===== src/rtl/wb_pkg.sv =====
// Shared constants for the MEM/WB write-back stage of the RV32I core:
// datapath widths, write-back source selects and load funct3 encodings.
package wb_pkg;

  localparam int XLEN   = 32;
  localparam int REG_AW = 5;

  localparam logic [1:0] WB_SEL_ALU  = 2'b00;
  localparam logic [1:0] WB_SEL_LOAD = 2'b01;
  localparam logic [1:0] WB_SEL_PC4  = 2'b10;
  localparam logic [1:0] WB_SEL_IMM  = 2'b11;

  localparam logic [2:0] F3_LB  = 3'b000;
  localparam logic [2:0] F3_LH  = 3'b001;
  localparam logic [2:0] F3_LW  = 3'b010;
  localparam logic [2:0] F3_LBU = 3'b100;
  localparam logic [2:0] F3_LHU = 3'b101;

endpackage


===== src/rtl/wb_load_align.sv =====
// Combinational load aligner: picks the byte/half addressed by off out of an
// aligned data word, extends it per funct3 and flags misaligned accesses.
module wb_load_align
  import wb_pkg::*;
#(
  parameter int XLEN = wb_pkg::XLEN
) (
  input  logic [XLEN-1:0] word,
  input  logic [1:0]      off,
  input  logic [2:0]      funct3,
  output logic [XLEN-1:0] data,
  output logic            misaligned
);

  logic [7:0]  w_byte;
  logic [15:0] w_half;

  assign w_byte = word[{off, 3'b000} +: 8];
  assign w_half = off[1] ? word[16 +: 16] : word[0 +: 16];

  // NOTE: every output gets a default before the case so no path leaves it
  // unassigned; otherwise synthesis infers a latch.
  always_comb begin
    data       = word;
    misaligned = 1'b0;
    case (funct3)
      F3_LB:  data = {{(XLEN-8){w_byte[7]}}, w_byte};
      F3_LBU: data = {{(XLEN-8){1'b0}}, w_byte};
      F3_LH: begin
        data       = {{(XLEN-16){w_half[15]}}, w_half};
        misaligned = off[0];
      end
      F3_LHU: begin
        data       = {{(XLEN-16){1'b0}}, w_half};
        misaligned = off[0];
      end
      // LW and every unused encoding behave as a full-word load.
      default: begin
        data       = word;
        misaligned = (off != 2'b00);
      end
    endcase
  end

endmodule


===== src/rtl/wb_stage.sv =====
// MEM/WB pipeline register and write-back logic; drives the register-file
// write port. Optional WB_INSTRET_EN adds a 64-bit retired-instruction counter.
module wb_stage
  import wb_pkg::*;
#(
  parameter int XLEN   = wb_pkg::XLEN,
  parameter int REG_AW = wb_pkg::REG_AW
) (
  input  logic              clk,
  input  logic              rst,
  input  logic              stall,
  input  logic              flush,
  input  logic              mem_valid,
  input  logic              mem_reg_write,
  input  logic [REG_AW-1:0] mem_rd,
  input  logic [1:0]        mem_wb_sel,
  input  logic [2:0]        mem_funct3,
  input  logic [XLEN-1:0]   mem_alu_result,
  input  logic [XLEN-1:0]   mem_load_word,
  input  logic [XLEN-1:0]   mem_pc_plus4,
  input  logic [XLEN-1:0]   mem_imm,
  output logic              reg_write,
  output logic [REG_AW-1:0] reg_id_w,
  output logic [XLEN-1:0]   write_data,
  output logic              wb_valid,
  output logic              load_misalign
`ifdef WB_INSTRET_EN
  ,
  output logic [63:0]       instret
`endif
);

  logic              r_valid;
  logic              r_reg_write;
  logic [REG_AW-1:0] r_rd;
  logic [1:0]        r_wb_sel;
  logic [2:0]        r_funct3;
  logic [XLEN-1:0]   r_alu;
  logic [XLEN-1:0]   r_load_word;
  logic [XLEN-1:0]   r_pc_plus4;
  logic [XLEN-1:0]   r_imm;

  logic [XLEN-1:0]   w_load_data;
  logic              w_misaligned;
  logic [XLEN-1:0]   w_sel_data;

  // NOTE: state is updated with non-blocking assignments so every register
  // samples pre-edge values regardless of statement order.
  always_ff @(posedge clk or posedge rst) begin
    if (rst) begin
      r_valid     <= 1'b0;
      r_reg_write <= 1'b0;
      r_rd        <= '0;
      r_wb_sel    <= '0;
      r_funct3    <= '0;
      r_alu       <= '0;
      r_load_word <= '0;
      r_pc_plus4  <= '0;
      r_imm       <= '0;
    end else if (flush) begin
      r_valid     <= 1'b0;
      r_reg_write <= 1'b0;
      r_rd        <= '0;
      r_wb_sel    <= '0;
      r_funct3    <= '0;
      r_alu       <= '0;
      r_load_word <= '0;
      r_pc_plus4  <= '0;
      r_imm       <= '0;
    end else if (!stall) begin
      r_valid     <= mem_valid;
      r_reg_write <= mem_reg_write;
      r_rd        <= mem_rd;
      r_wb_sel    <= mem_wb_sel;
      r_funct3    <= mem_funct3;
      r_alu       <= mem_alu_result;
      r_load_word <= mem_load_word;
      r_pc_plus4  <= mem_pc_plus4;
      r_imm       <= mem_imm;
    end
  end

  wb_load_align #(.XLEN(XLEN)) u_align (
    .word       (r_load_word),
    .off        (r_alu[1:0]),
    .funct3     (r_funct3),
    .data       (w_load_data),
    .misaligned (w_misaligned)
  );

  always_comb begin
    w_sel_data = r_alu;
    case (r_wb_sel)
      WB_SEL_LOAD: w_sel_data = w_load_data;
      WB_SEL_PC4:  w_sel_data = r_pc_plus4;
      WB_SEL_IMM:  w_sel_data = r_imm;
      default:     w_sel_data = r_alu;
    endcase
  end

  // Outputs are gated to zero when not writing so forwarding never sees X.
  assign load_misalign = r_valid & (r_wb_sel == WB_SEL_LOAD) & w_misaligned;
  assign reg_write     = r_valid & r_reg_write & (r_rd != '0) & ~load_misalign;
  assign reg_id_w      = reg_write ? r_rd : '0;
  assign write_data    = reg_write ? w_sel_data : '0;
  assign wb_valid      = r_valid;

`ifdef WB_INSTRET_EN
  logic [63:0] r_instret;

  // Count on the edge where the instruction leaves WB, so a stall counts once.
  always_ff @(posedge clk or posedge rst) begin
    if (rst) begin
      r_instret <= '0;
    end else if (r_valid && (!stall || flush)) begin
      r_instret <= r_instret + 64'd1;
    end
  end

  assign instret = r_instret;
`endif

endmodule

===== config.mk =====
export PLATFORM = sky130hd
export DESIGN_NAME = wb_stage
export DESIGN_NICKNAME = d
export VERILOG_FILES = /design/src/rtl/wb_pkg.sv /design/src/rtl/wb_load_align.sv /design/src/rtl/wb_stage.sv
export SDC_FILE = /design/constraint.sdc
export NUM_CORES = 1
export LEC_CHECK = 0
export CAP_MARGIN = 20
export CELL_PAD_IN_SITES_DETAIL_PLACEMENT = 0
export CELL_PAD_IN_SITES_GLOBAL_PLACEMENT = 2
export CORE_MARGIN = 1.5
export CORE_UTILIZATION = 32
export CTS_CLUSTER_SIZE = 12
export DETAILED_ROUTE_END_ITERATION = 7
export PLACE_DENSITY = 0.86
export SLEW_MARGIN = 0
export SYNTH_ARGS = -nofsm -noshare
export SYNTH_HDL_FRONTEND = slang
export SYNTH_HIERARCHICAL = 1
export SYNTH_SLANG_ARGS = --single-unit

===== constraint.sdc =====
create_clock -name clk -period 6.43 [get_ports clk]
set_input_delay 1.286 -clock clk [delete_from_list [all_inputs] [get_ports clk]]
set_output_delay 1.286 -clock clk [all_outputs]
set_load 0.01 [all_outputs]

* Word-level counts from Yosys, hierarchy flattened *
Index checks and enable logic that the tools add are counted.

cells by class
  reduce and logical (&&, ||, !) cells = 5
  equality and inequality tests = 7
  bitwise gates (word level) = 6
  muxes and demuxes = 24
  shift-type cells = 1

operator list
  cell                number
  $mux 32             9
  $pmux 32 s4         1
  $pmux 32 s3         1
  $shiftx 32x6->8     1
  $mux 16             1
  $mux 5              3
  $eq 3x3->1 const B  2
  $mux 3              2
  $and 1x1->1         5
  $reduce_bool 5->1   1
  $eq 2x2->1 const B  2
  $mux 1              4
  $mux 2              2
  $reduce_or 2->1     2
  $eq 3x1->1 const B  1
  $logic_not 3->1     1
  $eq 2x1->1 const B  1
  $ne 2x1->1 const B  1
  $pmux 1 s2          1
  $reduce_bool 2->1   1
  $not 1->1           1

storage, ports and cells
  flip-flop bits (word level) = 140
  bits of input ports = 144
  logic and storage cells = 52

* Longest topological paths before layout *
  word-level depth = 7
  gate-level depth with buffers = 9

* Hierarchy *
Netlist, hierarchy kept.

by module, submodules not included
  module         area an instance (µm²)  seq. area each (µm²)  instances  cells an instance
  wb_stage       6667.6                  3503.4                1          540
  wb_load_align  753.2                   0.0                   1          123

* Worst setup path after synthesis *
OpenSTA, ideal clock, no wires.

  path kind = register to output
  start point = register r_alu[0]
  end point = output write_data[2]
  slack = 3229 ps
  arrival = 1915 ps
  cell stages (with the launch flop) = 10
  path through = dfrtp_1 buf_6 nor2b_4 buf_6 and2b_1 buf_6 a211oi_1 a211oi_1 mux4_2 nor2b_1

on the way
  elaborated cells on any way between the ends = 9
  those cells by class = 1 x shift; 4 x mux; 3 x bitwise; 1 x reduce/logical

RTL lines
  what                      RTL line             RTL
  from (decl)               wb_stage.sv:38       logic [XLEN-1:0] r_alu;
  from (signal assigned)    wb_stage.sv:76       r_alu <= mem_alu_result;
  $shiftx 32x6->8           wb_load_align.sv:18  assign w_byte = word[{off, 3'b000} +: 8];
  $pmux 32 s4               wb_load_align.sv:26  case (funct3)
  named net w_load_data[2]  wb_stage.sv:43       logic [XLEN-1:0] w_load_data;
  $pmux 32 s3               wb_stage.sv:93       case (r_wb_sel)
  $mux 32                   wb_stage.sv:105      assign write_data = reg_write ? w_sel_data : '0;
  to (decl)                 wb_stage.sv:24       output logic [XLEN-1:0] write_data,

The timed path passes the listed nets, and every way through them passes these cells.

* Worst setup path after layout *
  start point = register r_alu[1]
  end point = output write_data[31]

on the way
  elaborated cells on any way between the ends = 10
  those cells by class = 1 x shift; 5 x mux; 3 x bitwise; 1 x reduce/logical

RTL lines
  what                                               RTL line
  $shiftx 32x6->8 / $mux 16 (equally long branches)  wb_load_align.sv:18, wb_load_align.sv:19
  $pmux 32 s4 (*)                                    wb_load_align.sv:26
  named net w_load_data[31]                          wb_stage.sv:43
  $pmux 32 s3 (*)                                    wb_stage.sv:93
  $mux 32 (*)                                        wb_stage.sv:105

Mark *: on every way through the listed nets, which the timed path passes. The rest lies on a longest branch.

==> impl_results.md <==
- Status: complete, no violations
- WL met1: between 9 and 10 mm
- Post-CTS Setup Bufs: 0
- R2R depth: 3
- Skew final: 0 ns
- # port buffers: ~180
- Avg WL per Cell: roughly 19 um
- Antenna diode count: 0
- DR iter-0 viols: 248
- Netlist Area Pre-Place: between 7000 and 8000 um^2
- CTS tree: built
- Post-CTS sizing: 0
- Final #Nets: approximately 960
- Global-route total usage across every layer: 18.12%
- Yosys top cell area share: roughly 47%
- Ys Warns: 6
- Critical Path End Type: output port
- Unique masters post-synth: 32
- Part of the power in registers: 41.4%
- Worst reg2reg endpoint: r_wb_sel[0]$_DFFE_PP0P_
- Initial antenna violation count: 0
- Area grow syn2layout: 34.61%
- Cells after DPL: between 1000 and 1500
- Met2 wire length: ~10 mm
- Setup Total Neg Slack: 0 ns
- TritonCTS Sinks: 140
- RSZ-0062 raised after global routing: false
- Asr flop ratio synth: 100.0%
- Remaining DRCs: 0
- Cts hold-fix bufs: 0
- Worst-margin pin slew: approximately 1.0 ns
- Max Cap Viol: 0
- DR vias/cell: 4.901
- Switching power: just under 600 uW
- DR top layer: met4
- CTS Root Cell: clkbuf_16
- Flop-to-flop setup slack: about 5.2 ns
- Via count: approximately 5500
- Die span in x: between 150 and 200 um
- Worst EP arrival: roughly 3.5 ns
- DP Wirelength: approximately 14 mm
- # H-tree levels: 4
- GPL Wtd Cong: 0.8083
- Hold_sp: r_pc_plus4[30]$_DFFE_PP0P_
- Final Hold Fails: 0
- Worst Path Required: just over 5 ns
- CTS Buf Count: 17
- Largest net degree at the start of global routing: 90
- Die Span Y: 155.3 um
- Grt total ovfl: 0
- Hold Path End: r_pc_plus4[30]$_DFFE_PP0P_
- Fin crit share: between 70% and 80%
- Minimum clock period: 4.809 ns
- Worst-Skew Late Latency: 0.42 ns
- Synthesized area per cell: approximately 11 um^2
- Rows: 55
- Worst setup SP type: flip-flop
- Logic pwr share: between 10 and 15%
- Net Sw Frac: between 20% and 30%
- Share of cells above drive strength 1: under 10%
- Sequential fraction of the synthesis area: roughly 47%
- Io pins: between 150 and 200
- Routed Antenna Nets: 0
- Power density over the cells: 235.2 nW/um^2
- CTS max path bufs: 2
- Synth top area cells: dfrtp_1, mux2i_1, mux4_2
- First drt pass iteration count: 4
- CORE AREA: ~23000 um^2
- Cells after synthesis: 663
- Net Count, Synth: about 810
- Final setup viols: 0
- FF+latch count, synth: 140
- Critical path class: flip-flop to output port
- Vias in the first global route: between 5000 and 6000
- EDFF count, synth: 0
- First-pass GRT wire length: 32.90 mm
- Routed wl met3: 972 um
- Starting density of the core: 32.68%
- Worst-path fanout max: 18
- P_int: between 1.5 and 2 mW
- Rel. slew slack: about 31%
- Final Util: 43.99%
- Worst r2r src: r_wb_sel[0]$_DFFE_PP0P_
- WL final: roughly 21 mm
- Final Non-Filler Cells: ~1100
- Peak VDD IR: roughly 170 uV
- Most used DFF post-synth: dfrtp_1
- Die Footprint: approximately 24000 um^2
- Max Slew Vio Count: 0
- Fill cell count: ~2200
- Hold WC Path Type: flip-flop to flip-flop
- Fmax: roughly 210 MHz
- Lkg Pwr: roughly 4.5 nW
- Hold depth: 2
- Yosys top cell by area: dfrtp_1
- Worst-path clk slew: approximately 0.060 ns
- Clock power share: 43.7%
layout by cell type (no fill, tap or decap), types with 2 or more instances in the layout:
cell / count
clkbuf_16: 17
mux2i_1: 148
bufinv_16: 4
and2_1: 5
a221o_1: 2
mux2_2: 2
inv_1: 4
clkbuf_1: 3
clkdlybuf4s50_1: 181
clkinv_2: 2
nor2_1: 149
clkinv_4: 2
nor3_1: 6
dfrtp_2: 2
clkinvlp_4: 3
a21oi_1: 8
o21ai_0: 2
a211oi_1: 16
mux4_2: 32
buf_4: 9
a22o_1: 10
nand2b_1: 2
nor2b_1: 35
dfrtp_1: 138
nand2_1: 35
how the worst max path moves through the flow:
stage                         start                    to  slack, ns  cells past startpoint
3_3_place_gp   r_alu[1]$_DFFE_PP0P_        write_data[31]       2.09                      7
2_1_floorplan                   rst  r_alu[0]$_DFFE_PP0P_       1.39                      1
5_1_grt        r_alu[1]$_DFFE_PP0P_        write_data[31]       1.44                      6
3_5_place_dp   r_alu[1]$_DFFE_PP0P_        write_data[31]       1.99                      7
4_1_cts        r_alu[1]$_DFFE_PP0P_        write_data[31]       1.53                      7
6_report       r_alu[1]$_DFFE_PP0P_        write_data[31]       1.62                      7
synth_stat cells (all sizes together) (6+ instances only):
| cell type | n |
|---|---|
| mux2i | 148 |
| a211oi | 16 |
| nor3 | 6 |
| nor2 | 150 |
| a22o | 10 |
| dfrtp | 140 |
| clkbuf | 21 |
| nand2 | 35 |
| a21oi | 8 |
| buf | 34 |
| nor2b | 36 |
| mux4 | 32 |
cell type report:
cell class	count	area (um^2)	area share, %
clock inverters	11	170.2	1.703
repair buffers	191	1893	18.95
flip-flops and latches	140	3506	35.10
well taps	285	356.6	3.570
multi-input cells	463	3603	36.07
inverters	5	23.77	0.2380
clock buffers	20	436.7	4.371
logic make-up (layout without fill, tap and decap cells):
group | Yosys count | after routing | synth area share [%]
AND/OR/NAND/NOR | 238 | 238 | 13.96
AO/OA/AOI/OAI | 43 | 43 | 4.620
multiplexers | 182 | 182 | 29.98
buffers and inverters | 60 | 227 | 4.232
flip-flops | 140 | 140 | 47.21
metrics by stage:
step	hold slack, ns	setup WS, ns	cell area, um^2	power (mW)
global placement	0.4985	2.087	9383	1.338
floorplan	0.4837	1.391	7421	1.191
global route	0.5383	1.438	9990	2.459
detailed placement	0.5092	1.991	9383	1.344
finish	0.5162	1.621	9990	2.349
CTS	0.5225	1.534	9990	2.384
critical path: stages (launching register included):
cell and delay [ns]:
dfrtp_1 0.64, inv_1 0.29, nor3_1 0.11, o21ai_2 0.80
nand2_1 0.15, mux4_2 0.47, nor2b_1 0.14, clkdlybuf4s50_1 0.50
power by group through the flow:
| stage | registers [mW] | clock network (mW) | logic, mW |
|---|---|---|---|
| after global routing | 0.978 | 1.10 | 0.385 |
| after global placement | 0.986 | 0 | 0.352 |
| after floorplan | 0.969 | 0 | 0.222 |
| after detailed placement | 0.988 | 0 | 0.356 |
| after CTS | 0.972 | 1.05 | 0.358 |
| final | 0.972 | 1.03 | 0.351 |
metal layers:
layer,vias up,GRT usage (%)
met5,-,0
met4,0,5.805
met3,22,4.401
met2,123,29.55
met1,2708,23.78
li1,2612,-
sequential cells by signal, indices dropped and copies added, names as in the netlist:
signal and flops:
r_alu 32, r_funct3 3, r_imm 32, r_load_word 32, r_pc_plus4 32, r_rd 5
r_reg_write 1, r_wb_sel 2, wb_valid 1
(Power assumes the default switching activity.)
